**config.mk**
```make
export PLATFORM = sky130hd
export DESIGN_NAME = snake_game_fsm
export DESIGN_NICKNAME = d
export VERILOG_FILES = /design/src/rtl/snake_pkg.sv /design/src/rtl/snake_hit_detect.sv /design/src/rtl/snake_game_fsm.sv
export SDC_FILE = /design/constraint.sdc
export NUM_CORES = 1
export LEC_CHECK = 0
export ABC_AREA = 0
export CAP_MARGIN = 20
export CORE_MARGIN = 2
export CORE_UTILIZATION = 45
export DETAILED_ROUTE_END_ITERATION = 16
export PLACE_DENSITY = 0.73
export SYNTH_ARGS = -nofsm -noshare
export SYNTH_HDL_FRONTEND = slang
export SYNTH_SLANG_ARGS = --single-unit
export TNS_END_PERCENT = 30
```
**constraint.sdc**
```tcl
create_clock -name clk -period 5.6 [get_ports clk]
set_clock_uncertainty 0.2 [all_clocks]
set_input_delay 0.56 -clock clk [delete_from_list [all_inputs] [get_ports clk]]
set_output_delay 0.56 -clock clk [all_outputs]
set_load 0.01 [all_outputs]
```
**src/rtl/snake_pkg.sv**
```systemverilog
// Shared encodings for the snake game: game state, direction codes and
// default screen geometry. The drawing stage imports the same package.
package snake_pkg;

   // Game state bus encoding; 2'b10 is unused and recovers to IDLE.
   typedef enum logic [1:0] {
      ST_IDLE = 2'b00,
      ST_PLAY = 2'b01,
      ST_OVER = 2'b11
   } game_state_e;

   // Direction codes driven by the input/drawing stage.
   typedef enum logic [2:0] {
      DIR_IDLE  = 3'd0,
      DIR_UP    = 3'd1,
      DIR_DOWN  = 3'd2,
      DIR_LEFT  = 3'd3,
      DIR_RIGHT = 3'd4
   } direction_e;

   // Default visible area and wall thickness.
   localparam int H_RES_DEF  = 640;
   localparam int V_RES_DEF  = 480;
   localparam int BORDER_DEF = 5;

endpackage

```
**src/rtl/snake_hit_detect.sv**
```systemverilog
// Per-pixel collision and apple detection. Flags are sticky for one frame,
// include the pixel presented alongside frame_end, and clear after it.
module snake_hit_detect
   import snake_pkg::*;
#(
   parameter int BIT    = 10,
   parameter int H_RES  = H_RES_DEF,
   parameter int V_RES  = V_RES_DEF,
   parameter int BORDER = BORDER_DEF
) (
   input  logic           clk,
   input  logic           rst_n,
   input  logic [BIT-1:0] x_pos,
   input  logic [BIT-1:0] y_pos,
   input  logic           frame_end,
   input  logic           enable,
   input  logic           snake_head_active,
   input  logic           snake_body_active,
   input  logic           apple_active,
   output logic           body_hit,
   output logic           wall_hit,
   output logic           apple_hit
);

   localparam logic [BIT-1:0] LO_LIM = BIT'(BORDER);
   localparam logic [BIT-1:0] X_HI   = BIT'(H_RES - BORDER);
   localparam logic [BIT-1:0] Y_HI   = BIT'(V_RES - BORDER);

   logic body_q, wall_q, apple_q;
   logic body_d, wall_d, apple_d;
   logic in_wall;
   logic head_now;

   assign in_wall  = (x_pos < LO_LIM) | (x_pos >= X_HI) |
                     (y_pos < LO_LIM) | (y_pos >= Y_HI);
   assign head_now = enable & snake_head_active;

   // Current pixel is OR'ed in so a hit on the frame_end cycle still counts.
   assign body_hit  = body_q  | (head_now & snake_body_active);
   assign wall_hit  = wall_q  | (head_now & in_wall);
   assign apple_hit = apple_q | (head_now & apple_active);

   // Accumulate hits during the frame; drop them once the frame is evaluated.
   always_comb begin
      // NOTE: every variable gets a default first so no path leaves it unassigned (no latch).
      body_d  = body_hit;
      wall_d  = wall_hit;
      apple_d = apple_hit;
      if (frame_end) begin
         body_d  = 1'b0;
         wall_d  = 1'b0;
         apple_d = 1'b0;
      end
   end

   // Sticky flag registers.
   always_ff @(posedge clk or negedge rst_n) begin
      // NOTE: state uses non-blocking assignments so all flops update from pre-edge values.
      if (!rst_n) begin
         body_q  <= 1'b0;
         wall_q  <= 1'b0;
         apple_q <= 1'b0;
      end else begin
         body_q  <= body_d;
         wall_q  <= wall_d;
         apple_q <= apple_d;
      end
   end

endmodule

```
**src/rtl/snake_game_fsm.sv**
```systemverilog
// Snake game controller: game state machine, step pacing, game-over hold
// timer and score. All outputs are registered.
module snake_game_fsm
   import snake_pkg::*;
#(
   parameter int BIT              = 10,
   parameter int H_RES            = H_RES_DEF,
   parameter int V_RES            = V_RES_DEF,
   parameter int BORDER           = BORDER_DEF,
   parameter int FRAMES_PER_STEP  = 8,
   parameter int OVER_HOLD_FRAMES = 60,
   parameter int SCORE_W          = 8
) (
   input  logic               clk,
   input  logic               rst_n,
   input  logic [BIT-1:0]     x_pos,
   input  logic [BIT-1:0]     y_pos,
   input  logic               frame_end,
   input  logic               snake_head_active,
   input  logic               snake_body_active,
   input  logic               apple_active,
   input  logic               start_btn,
   input  logic [2:0]         direction,
   output logic [1:0]         game_state,
   output logic               update,
   output logic               apple_eaten,
   output logic [SCORE_W-1:0] score
);

   localparam int STEP_W = (FRAMES_PER_STEP > 1) ? $clog2(FRAMES_PER_STEP) : 1;
   localparam int HOLD_W = $clog2(OVER_HOLD_FRAMES + 1);

   localparam logic [STEP_W-1:0]  STEP_LAST = STEP_W'(FRAMES_PER_STEP - 1);
   localparam logic [HOLD_W-1:0]  HOLD_MAX  = HOLD_W'(OVER_HOLD_FRAMES);
   localparam logic [SCORE_W-1:0] SCORE_MAX = {SCORE_W{1'b1}};

   game_state_e        state_q, state_d;
   logic [STEP_W-1:0]  step_q, step_d;
   logic [HOLD_W-1:0]  hold_q, hold_d;
   logic [SCORE_W-1:0] score_q, score_d;
   logic               update_q, update_d;
   logic               apple_eaten_q, apple_eaten_d;
   logic               start_q, start_d;

   logic start_rise;
   logic body_hit, wall_hit, apple_hit;

   assign start_rise = start_btn & ~start_q;

   snake_hit_detect #(
      .BIT    (BIT),
      .H_RES  (H_RES),
      .V_RES  (V_RES),
      .BORDER (BORDER)
   ) u_hit (
      .clk               (clk),
      .rst_n             (rst_n),
      .x_pos             (x_pos),
      .y_pos             (y_pos),
      .frame_end         (frame_end),
      .enable            (state_q == ST_PLAY),
      .snake_head_active (snake_head_active),
      .snake_body_active (snake_body_active),
      .apple_active      (apple_active),
      .body_hit          (body_hit),
      .wall_hit          (wall_hit),
      .apple_hit         (apple_hit)
   );

   // Next-state, counters, score and output pulses.
   always_comb begin
      state_d       = state_q;
      step_d        = step_q;
      hold_d        = hold_q;
      score_d       = score_q;
      update_d      = 1'b0;
      apple_eaten_d = 1'b0;
      start_d       = start_btn;

      case (state_q)
         ST_IDLE: begin
            if (start_rise) begin
               state_d = ST_PLAY;
               score_d = '0;
               step_d  = '0;
            end
         end

         ST_PLAY: begin
            if (frame_end) begin
               if (body_hit | wall_hit) begin
                  // Collision wins over apple and step for this frame.
                  state_d = ST_OVER;
                  hold_d  = '0;
               end else begin
                  if (apple_hit) begin
                     apple_eaten_d = 1'b1;
                     if (score_q != SCORE_MAX) score_d = score_q + SCORE_W'(1);
                  end
                  // Counter keeps pace even when stationary; only the pulse is gated.
                  if (step_q == STEP_LAST) begin
                     step_d   = '0;
                     update_d = (direction != DIR_IDLE);
                  end else begin
                     step_d = step_q + STEP_W'(1);
                  end
               end
            end
         end

         ST_OVER: begin
            if (frame_end && (hold_q != HOLD_MAX)) hold_d = hold_q + HOLD_W'(1);
            if (start_rise && (hold_q == HOLD_MAX)) begin
               state_d = ST_IDLE;
               hold_d  = '0;
            end
         end

         default: state_d = ST_IDLE;
      endcase
   end

   // State, counters and registered outputs.
   always_ff @(posedge clk or negedge rst_n) begin
      if (!rst_n) begin
         state_q       <= ST_IDLE;
         step_q        <= '0;
         hold_q        <= '0;
         score_q       <= '0;
         update_q      <= 1'b0;
         apple_eaten_q <= 1'b0;
         start_q       <= 1'b0;
      end else begin
         state_q       <= state_d;
         step_q        <= step_d;
         hold_q        <= hold_d;
         score_q       <= score_d;
         update_q      <= update_d;
         apple_eaten_q <= apple_eaten_d;
         start_q       <= start_d;
      end
   end

   assign game_state  = state_q;
   assign update      = update_q;
   assign apple_eaten = apple_eaten_q;
   assign score       = score_q;

endmodule

```
==> impl_metrics.py <==
metrics = {
    "global_routing": {
        "use_met1": 0.250,
        "grt_usage": 0.194,
        "grt_antenna_before_repair": 0,
        "grtUsageMet3": 0.0189,
        "grt_max_degree": 26,
        "grtUsageMet2": 0.347,
        "grt_pass1_wl_um": 5530,
        "grt_overflow": 0,
        "grt_pass1_vias": 1275,
        "grt_busiest_layer": "met2",
    },
    "setup_path": {
        "worstPathRequired_ps": 5610,
        "crit_chain": "clkdlybuf4s50_1, a21o_1, a31oi_1, a2bb2oi_1, a22oi_4, or2_0, o41ai_2",
        "cp_slowest_cell": "clkdlybuf4s50_1",
        "startpoint": "y_pos[1]",
        "cp.depth": 7,
        "critical-path-max-stage-delay_ps": 420,
        "reg2reg_depth": 6,
        "r2r-end": "score[6]",
        "cp.arrival_ps": 2620,
        "critPathTopFamily": "compound AO/OA/AOI/OAI gates",
        "regToRegSetupSlack_ps": 3050,
        "path_buf_inv": 1,
        "reg2reg_from": "game_state[0]",
        "path_max_fanout": 16,
        "crit_end": "score[6]",
        "start_kind": "input port",
        "worstSetupPathType": "in -> reg",
        "end_kind": "register",
    },
    "synth": {
        "yosys-top-cells-area": "dfrtp_1 (42%), a31oi_1 (5.0%), o21ai_0 (5.0%)",
        "synth_nets": 196,
        "synth.avg_cell_area_um2": 9.29,
        "synth-seq-cells": 25,
        "ys_types": 45,
        "synth-simple-area-share": 0.186,
        "synth_xor_xnor_area_share": 0,
        "yosysTopAreaCellShare": 0.418,
        "synthesis.area_um2": 1500,
        "synth_top_family_by_area": "compound AO/OA/AOI/OAI gates",
        "yosys-mux-area-fraction": 0.00669,
        "synth_top_cell_by_area": "dfrtp_1",
        "synthAdderAreaFrac": 0.0418,
        "syn-instance-count": 161,
        "ys_warn_count": 0,
        "synth_compound_area_frac": 0.291,
        "yosysSeqAreaShare": 0.418,
    },
    "layout": {
        "drive_gt1_frac": 0.0547,
        "fin_util": 0.631,
        "finalNetCount": 237,
        "diodes": 0,
        "design_area_um2": 1960,
        "syn_to_final_growth_pct": 30.8,
    },
    "power_and_ir_drop": {
        "vdd_drop_max_mv": 0.136,
        "p_per_area_nw_per_um2": 315,
        "p_total_uw": 616,
        "leakage_uw": 0.000856,
    },
    "clocking": {
        "ctsHoldBuffers": 0,
        "cts_tree": "yes",
        "clk_path_buf_depth": 2,
        "cts.clk_slew.worst_paths_ps": 140,
        "postCtsSetupRepairBufs": 0,
        "clk_latency_ps": 310,
        "clock-sinks": 25,
        "htreeDepth": 1,
        "cts_buffers": 3,
        "cts_root_buf": "clkbuf_4",
        "cts_resized": 0,
    },
    "timing": {
        "fin_tns_setup_ps": 0,
        "setup_viol_count_final": 0,
        "slew_viol_final": 0,
        "maxSlewHeadroom": 0.573,
        "hold_violations": 0,
        "period_needed_ps": 2610,
        "grt_setup_unrepaired": "false",
        "fin_crit_sh": 0.466,
        "fmax_mhz": 383,
        "tightest_slew_ps": 637,
    },
    "floorplanning": {
        "die_x_um": 61.7,
        "core-area_um2": 3100,
        "io_pins": 42,
        "die_area_um2": 3800,
        "rows": 20,
        "die_y_um": 61.7,
        "start_util": 0.482,
    },
    "place": {
        "placed_area_um2": 1930,
        "io_buffers": 41,
        "routabilityCongestion": 0.835,
        "place_hpwl_um": 2700,
    },
    "detailed_routing": {
        "via_count": 1410,
        "wl_um": 3430,
        "vias_per_cell": 5.76,
        "avgRoutedWirePerCell_um": 14.0,
        "drc": 0,
        "ant_nets": 0,
        "drtIter0Drc": 70,
        "dr.pass1.iters": 4,
    },
    "status": {
        "status": "complete, no violations",
    },
    "worst_hold_path": {
        "hold_path.class": "reg -> reg",
    },
    "job": {
        "cap_violations": 0,
    },
}
## worst min path at each step
stage                          from          end  slack (ps)  cells after the start
after floorplan               rst_n  apple_eaten          60                      0
after global placement    step_q[1]    step_q[1]         270                      2
after detailed placement  hold_q[5]    hold_q[5]         270                      1
after CTS                 hold_q[5]    hold_q[5]         290                      1
after global routing      hold_q[5]    hold_q[5]         330                      1
final                     hold_q[5]    hold_q[5]         290                      1
## layout make-up
| cell class | instances | area, um^2 |
|---|---|---|
| fill | 282 | 1150 |
| multi-input combinational | 118 | 787 |
| sequential | 25 | 626 |
| timing repair buffer | 42 | 418 |
| tap | 44 | 55.1 |
| inverter | 12 | 45.0 |
| clock buffer | 4 | 26.3 |
## synth_stat cells (all sizes together)
master and instances:
o21ai 16, nor3 3, a21o 2, or3 1, or4b 1, o311a 2, a41oi 1, o2bb2ai 1
nor2 14, inv 12, and2 1, nand3 8, a22o 3, o32ai 1, a22oi 1, o31a 2
nand2 9, and4 1, clkbuf 3, a311oi 1, nor2b 3, dfrtp 25, nand2b 1, a31oi 12
ha 5, o21bai 1, or2 2, nor4 1, a2bb2oi 1, and3 3, o31ai 4, a211o 1
nor4b 1, buf 3, a21oi 5, a211oi 1, a32o 1, nand4 4, mux2i 1, o41ai 3
## through the flow
stage          worst slack (ps)  hold WS [ps]  instances
2_1_floorplan              3290          64.4        161
3_3_place_gp               2730           267        241
3_5_place_dp               2620           272        241
4_1_cts                    2970           290        245
5_1_grt                    2810           327        245
6_report                   2990           293        245
## cell usage in the layout (no fill, tap or decap), types with 2 or more instances in the layout
cell type	count
o31ai_1	4
a22o_1	3
nor2b_1	2
a31oi_1	12
o311a_1	2
nand2_1	9
clkbuf_4	3
o31a_1	2
o41ai_2	2
nor2_1	14
o21ai_0	15
nand4_1	4
and3_1	3
nor3_1	3
clkdlybuf4s50_1	41
nand3_1	8
a21oi_1	5
a21o_1	2
ha_1	5
dfrtp_1	25
inv_1	12
## logic make-up after synthesis
group	Yosys count
compound gates	59
fa+ha+maj	5
buf+inv	18
flops	25
mux	1
simple gates	53
## report_power, final
group / internal, uW / switching [uW]
clock: 27.7 / 51.5
sequential: 221 / 51.2
combinational: 121 / 144
## metal layers
layer	up-vias	wire [um]
li1	695	-
met5	-	0
met2	47	1650
met3	2	188
met1	666	1570
met4	0	27
## sequential cells by signal, indices dropped and copies added (netlist names)
signal	count
score	8
hold_q	6
step_q	3
game_state	2
apple_eaten	1
start_q	1
u_hit.apple_q	1
u_hit.body_q	1
u_hit.wall_q	1
update	1
Power figures use the tool's default switching activity.
